File: config.mk
export PLATFORM = sky130hd
export DESIGN_NAME = rom_access_ctrl
export DESIGN_NICKNAME = d
export VERILOG_FILES = /design/src/rtl/rom_access_ctrl.sv
export SDC_FILE = /design/constraint.sdc
export NUM_CORES = 1
export LEC_CHECK = 0
export BUFFER_PORTS_ARGS = -buffer_cell sky130_fd_sc_hd__buf_4
export CAP_MARGIN = 20
export CORE_MARGIN = 2
export CORE_UTILIZATION = 45
export DETAILED_ROUTE_END_ITERATION = 10
export GPL_TIMING_DRIVEN = 1
export PLACE_DENSITY = 0.88
export SLEW_MARGIN = 10
export SYNTH_ARGS = -nofsm -noshare
export SYNTH_HDL_FRONTEND = slang
export SYNTH_SLANG_ARGS = --single-unit
export TNS_END_PERCENT = 1
File: constraint.sdc
create_clock -name clk -period 2.2 [get_ports clk]
set_input_delay 0.55 -clock clk [delete_from_list [all_inputs] [get_ports clk]]
set_output_delay 0.55 -clock clk [all_outputs]
set_load 0.02 [all_outputs]
File: src/rtl/rom_access_ctrl.sv
// -----------------------------------------------------------------------------
// rom_access_ctrl
//
// Sequences and arbitrates access to the single-port ROM block. Port A
// (instruction fetch, read only) and port B (loader, read/write) share the ROM
// port under round-robin arbitration. The controller also drives the ROM
// initialize sequence after reset and whenever init_req is raised in IDLE.
// Each access takes three cycles: grant (ISSUE), ROM latency (WAIT), and
// completion (back in IDLE).
//
// Ports
//   clk            system clock, rising edge
//   clear          asynchronous active-high reset
//   init_req       level request to rerun ROM initialize (sampled in IDLE)
//   a_req/a_addr   port A read request and address (held until a_gnt)
//   a_gnt          one-cycle pulse: port A request accepted
//   a_rvalid       one-cycle pulse: a_rdata updated
//   a_rdata        port A read data, held until the next A completion
//   b_req/b_we     port B request and write enable (held until b_gnt)
//   b_addr/b_wdata port B address and write data
//   b_gnt          one-cycle pulse: port B request accepted
//   b_rvalid       one-cycle pulse: port B access complete (read or write)
//   b_rdata        port B read data, unchanged on write completion
//   rom_WE, rom_Address, rom_initialize, rom_D   registered ROM controls
//   rom_Q          ROM read data, valid the cycle after the address edge
//   busy           high whenever the controller is not IDLE
// -----------------------------------------------------------------------------
module rom_access_ctrl #(
    parameter int n  = 8,
    parameter int AW = 5
) (
    input  logic          clk,
    input  logic          clear,
    input  logic          init_req,

    input  logic          a_req,
    input  logic [AW-1:0] a_addr,
    output logic          a_gnt,
    output logic          a_rvalid,
    output logic [n-1:0]  a_rdata,

    input  logic          b_req,
    input  logic          b_we,
    input  logic [AW-1:0] b_addr,
    input  logic [n-1:0]  b_wdata,
    output logic          b_gnt,
    output logic          b_rvalid,
    output logic [n-1:0]  b_rdata,

    output logic          rom_WE,
    output logic [AW-1:0] rom_Address,
    output logic          rom_initialize,
    output logic [n-1:0]  rom_D,
    input  logic [n-1:0]  rom_Q,

    output logic          busy
);

    typedef enum logic [1:0] {
        IDLE  = 2'd0,
        INIT  = 2'd1,
        ISSUE = 2'd2,
        WAIT  = 2'd3
    } state_t;

    state_t         state_q;
    logic           init_pend_q;  // initialize still owed (set by reset)
    logic           last_b_q;     // 1: port B was granted most recently
    logic           owner_b_q;    // owner of the access in flight
    logic           owner_rd_q;   // access in flight is a read
    logic           a_gnt_q, b_gnt_q, a_rvalid_q, b_rvalid_q;
    logic [n-1:0]   a_rdata_q, b_rdata_q;
    logic           rom_we_q, rom_init_q;
    logic [AW-1:0]  rom_addr_q;
    logic [n-1:0]   rom_d_q;

    // A wins when it is the sole requester, or on a tie when B went last.
    logic pick_a;
    assign pick_a = a_req && (!b_req || last_b_q);

    always_ff @(posedge clk or posedge clear) begin
        if (clear) begin
            state_q     <= IDLE;
            init_pend_q <= 1'b1;
            last_b_q    <= 1'b1;
            owner_b_q   <= 1'b0;
            owner_rd_q  <= 1'b0;
            a_gnt_q     <= 1'b0;
            b_gnt_q     <= 1'b0;
            a_rvalid_q  <= 1'b0;
            b_rvalid_q  <= 1'b0;
            a_rdata_q   <= '0;
            b_rdata_q   <= '0;
            rom_we_q    <= 1'b0;
            rom_init_q  <= 1'b0;
            rom_addr_q  <= '0;
            rom_d_q     <= '0;
        end else begin
            // Handshake outputs are single-cycle pulses.
            a_gnt_q    <= 1'b0;
            b_gnt_q    <= 1'b0;
            a_rvalid_q <= 1'b0;
            b_rvalid_q <= 1'b0;

            unique case (state_q)
                IDLE: begin
                    if (init_pend_q || init_req) begin
                        rom_init_q  <= 1'b1;
                        init_pend_q <= 1'b0;
                        state_q     <= INIT;
                    end else if (a_req || b_req) begin
                        if (pick_a) begin
                            rom_addr_q <= a_addr;
                            rom_we_q   <= 1'b0;
                            rom_d_q    <= '0;
                            a_gnt_q    <= 1'b1;
                            owner_b_q  <= 1'b0;
                            owner_rd_q <= 1'b1;
                            last_b_q   <= 1'b0;
                        end else begin
                            rom_addr_q <= b_addr;
                            rom_we_q   <= b_we;
                            rom_d_q    <= b_we ? b_wdata : '0;
                            b_gnt_q    <= 1'b1;
                            owner_b_q  <= 1'b1;
                            owner_rd_q <= !b_we;
                            last_b_q   <= 1'b1;
                        end
                        state_q <= ISSUE;
                    end
                end
                INIT: begin
                    rom_init_q <= 1'b0;
                    state_q    <= IDLE;
                end
                ISSUE: begin
                    // ROM samples address/WE/D at this edge.
                    rom_we_q <= 1'b0;
                    state_q  <= WAIT;
                end
                WAIT: begin
                    if (owner_b_q) begin
                        b_rvalid_q <= 1'b1;
                        if (owner_rd_q) b_rdata_q <= rom_Q;
                    end else begin
                        a_rvalid_q <= 1'b1;
                        if (owner_rd_q) a_rdata_q <= rom_Q;
                    end
                    state_q <= IDLE;
                end
                default: state_q <= IDLE;
            endcase
        end
    end

    assign a_gnt          = a_gnt_q;
    assign b_gnt          = b_gnt_q;
    assign a_rvalid       = a_rvalid_q;
    assign b_rvalid       = b_rvalid_q;
    assign a_rdata        = a_rdata_q;
    assign b_rdata        = b_rdata_q;
    assign rom_WE         = rom_we_q;
    assign rom_Address    = rom_addr_q;
    assign rom_initialize = rom_init_q;
    assign rom_D          = rom_d_q;
    assign busy           = (state_q != IDLE);

endmodule
; Yosys cells after proc, flatten, opt, wreduce, memory -nomap -nowiden
; Index checks and enable logic that the tools add are counted.
[word_totals]
output_inout_bits = 36
input_bits = 32
register_bits = 41
[classes]
mux = 25
n_eq_ne = 7
reduce_logical = 17
n_bitwise = 2
[op_table]
columns = operator, n
row1 = 1-bit 2-to-1 mux, 17
row2 = 8-bit 2-to-1 mux, 2
row3 = 3-bit AND reduction, 4
row4 = 2-bit != test (second input constant), 3
row5 = 2-bit one-hot mux with 3 select lines, 1
row6 = 2-bit nonzero test, 3
row7 = 5-bit 2-to-1 mux, 1
row8 = 2-bit equality test (second input constant), 2
row9 = 2-bit 2-to-1 mux, 2
row10 = 1-bit one-hot mux with 2 select lines, 2
row11 = 2-bit AND reduction, 2
row12 = 1-bit logical OR, 3
row13 = 3-bit != test (second input constant), 1
row14 = 2-bit by 1-bit equality test with 1-bit output (second input constant), 1
row15 = 1-bit zero test, 2
row16 = 2-bit zero test, 1
row17 = 1-bit NOT, 2
row18 = 2-bit OR reduction, 1
row19 = 1-bit logical AND, 1

; Depth between registers and ports, before layout
[depth]
word_depth = 7
mapped_depth = 5
mapped_depth_nobuf = 4

; Worst setup path before layout
; Ideal clock, no wire load.
[synth_path]
path_kind = input to register
from = in init_req
to = reg rom_d_q[0] (netlist: rom_D[0])
stages = 5
arrival_time_ns = 1.609
path_slack_ns = 0.527
setup_time_ns = 0.064
path_cell_list = nor4_4 o21a_4 and3_1 buf_6 a22o_2
[synth_between]
elab_chain_len = 3
[synth_rtl]
columns = item, line
row1 = start: declaration, 34  ; input logic init_req,
row2 = 1-bit logical OR, 107  ; if (init_pend_q || init_req) begin
row3 = 1-bit NOT (no source line), -
row4 = 3-bit AND reduction (no source line), -
row5 = end signal: assignment, 123  ; rom_d_q <= b_we ? b_wdata : '0;
row6 = end: declaration, 75  ; logic [n-1:0] rom_d_q;
; Every way passes these cells.
; A chain may end at the register's enable or synchronous reset.

; Worst setup path after layout
[layout_path]
from = reg state_q[0]
to = out busy
[layout_between]
elab_chain_len = 1
[layout_rtl]
columns = item, line
row1 = start: declaration, 66  ; state_t state_q;
row2 = start signal: assignment, 83  ; state_q <= IDLE;
row3 = start signal: assignment, 110  ; state_q <= INIT;
row4 = start signal: assignment, 129  ; state_q <= ISSUE;
row5 = 2-bit nonzero test, 166  ; assign busy = (state_q != IDLE);
row6 = end: declaration, 56  ; output logic busy
; Every way passes these cells.

==> results.txt <==
Synth Area in Adders: 0%
Worst-Skew Late Latency: 350 ps
dominant synthesized flop cell: dfrtp_1
critical path required time: 1650 ps
CP endpoint kind: primary output
Hold WS: 298 ps
largest family of logic cells by synthesized area: compound AO/OA/AOI/OAI gates
vias in the first global route: 1,250
GPL Wtd Cong: 0.746
final worst-path cycle share: 86.1%
clock skew: 7.57 ps
post-synth top area share: 60.5%
core area: 3390 um^2
die area: 4080 um^2
share of the yosys chip area belonging to registers: 63.7%
# resized after CTS: 0
Hold Vio Cnt, Final: 0
setup violators final: 0
Pre-antenna DRT Iters: 5
Rel. slew slack: 67.7%
Starting Density: 47.6%
area delta synth->final: 38.5%
Die Y: 63.9 um
most common cell in the netlist: dfrtp_1
initial antenna violation count: 0
commonest cells in the synthesized netlist: 39 x dfrtp_1, 16 x mux2_2, 12 x nor2_1, 10 x a21oi_1, 8 x a22o_2
outcome: completed
Routed Antenna Nets: 0
vias: 1,228
Worst Hold Class: input pin to async pin
first-pass GRT wire length: 5770 um
Final TNS setup: 0 ps
complex-gate fraction of the synthesized area: 15.7%
post-synthesis mux area share: 11.2%
DR iter-0 viols: 106
Post-DP HPWL: 2620 um
Post-CTS Setup Inserts: 0
slew of the pin with the lowest slew margin: 482 ps
Fmax achieved: 528 MHz
Max Cap Viol: 0
Synth area leaders: dfrtp_1 60%, mux2_2 11%, a22o_2 5.0%
worst setup margin: 306 ps
post-synthesis cell area: 1610 um^2
Leak: 1.08 nW
mean routed wirelength per cell: 14.4 um
CTS sink count: 41
IO buf count: 67
share of cells above drive strength 1: 55.7%
Synth Area in XOR/XNOR: 0%
ANT cells: 0
worst vdd ir: 0.000739 V
Arr. time, crit path: 1340 ps
CTS Root Cell: clkbuf_4
pwr/cell area: 1440 nW/um^2
DRC errors left: 0
Pins Over Slew Limit: 0
Syn. warnings: 0
Period minus WS final: 1890 ps
CTS tree: built
Rows: 21
synthesized instance count: 120
RSZ-0062 raised after global routing: false
Top Ports: 68
Syn Nets: 152
pre-CTS setup slack: 305 ps
Post-synth EDFFs: 0
syn avg cell area: 13.5 um^2
WL final: 3470 um
number of hold buffers added after cts: 0
crit start category: flip-flop
cell taking the most area after synthesis: dfrtp_1
Worst-path clk slew: 120 ps
synth unique cells: 24
overall global routing resource usage: 18.7%
gr ovfl total: 0
simple-gate share of the synthesized area: 6.82%
Crit Path Max Fanout: 6
average vias per placed instance: 5.12
Total Nets Final: 225
H-tree Lvls: 2
chip width: 63.9 um
#FFs+latches synth: 41
asr flop ratio synth: 100%
largest net degree at the start of global routing: 42
CP Class: flip-flop to primary output
reg-to-reg slack, setup: 540 ps
maximum buffer depth of the clock tree: 2
CTS Buf Count: 5
==> logic make-up after synthesis <==
kind of cell    after synthesis
mux                          16
buf+inv                       8
simple gates                 21
flops                        41
compound gates               34
==> final cells by class <==
type | instances | area (um^2)
Sequential cell | 41 | 1030
Clock buffer | 7 | 65.1
Multi-Input combinational cell | 71 | 543
Inverter | 5 | 18.8
Tap cell | 46 | 57.6
Clock inverter | 1 | 5.00
Fill cell | 249 | 1150
Timing Repair Buffer | 69 | 518
==> state kept, by name, summed over array words and instances, names as in the netlist <==
signal / flops
a_rvalid: 1
a_gnt: 1
rom_WE: 1
rom_Address: 5
b_rdata: 8
rom_initialize: 1
b_gnt: 1
state_q: 2
a_rdata: 8
rom_D: 8
last_b_q: 1
b_rvalid: 1
owner_rd_q: 1
init_pend_q: 1
owner_b_q: 1
==> final timing paths <==
kind	startpoint	endpoint	depth (start not counted)
max in group asynchronous	clear	last_b_q	3
worst max-delay path	state_q[0]	busy	2
worst min register to register	owner_b_q	a_rvalid	1
worst max register to register	state_q[0]	rom_D[2]	4
worst min-delay path	clear	rom_D[0]	3
min in group clk	b_wdata[1]	rom_D[1]	2
==> power breakdown <==
group,internal (mW),leakage (nW),switching [mW]
Combinational,0.716,0.547,0.757
Sequential,1.10,0.494,0.222
Clock,0.185,0.0413,0.234
Total,2.00,1.08,1.21
==> per-layer routing <==
metal	part of all wire (%)	track usage (%)	up-vias
met4	0.98	6.52	0
li1	-	-	572
met1	41	22.2	589
met2	49	31.3	61
met3	9.0	6.69	6
met5	0	0	-
==> worst max-delay path, cell delays in order, from the launching register on <==
cell     delay, ps
dfrtp_1        480
or2_2          350
buf_4          170
==> per-stage QoR <==
step	std cells	total power [mW]	util, %	instance area [um^2]
floorplan	120	2.16	-	1610
global placement	232	2.76	63.9	2170
detailed placement	232	2.82	63.9	2170
CTS	240	3.25	66.0	2240
global route	240	3.41	66.0	2240
finish	240	3.21	66.0	2240
==> layout by cell type, fill, tap and decap left out <==
master    netlist  routed
nor4_4          1       1
nand2_1         3       3
nor4_1          1       1
and3_1          1       1
o21a_4          1       1
dfstp_2         2       2
o21ai_1         1       1
or2_2           1       1
buf_4           1      69
clkinv_2        0       1
a211oi_1        5       5
inv_1           5       5
a22o_2          8       8
o21bai_1        6       6
mux2_2         16      16
clkbuf_8        0       2
a21oi_1        10      10
and2_2          1       1
clkbuf_4        0       5
nor2_1         12      12
and2_1          1       1
o21ai_0         1       1
o21ai_2         1       1
dfrtp_1        39      39
a31oi_1         1       1
No activity file was read; power rests on OpenSTA's default activity.
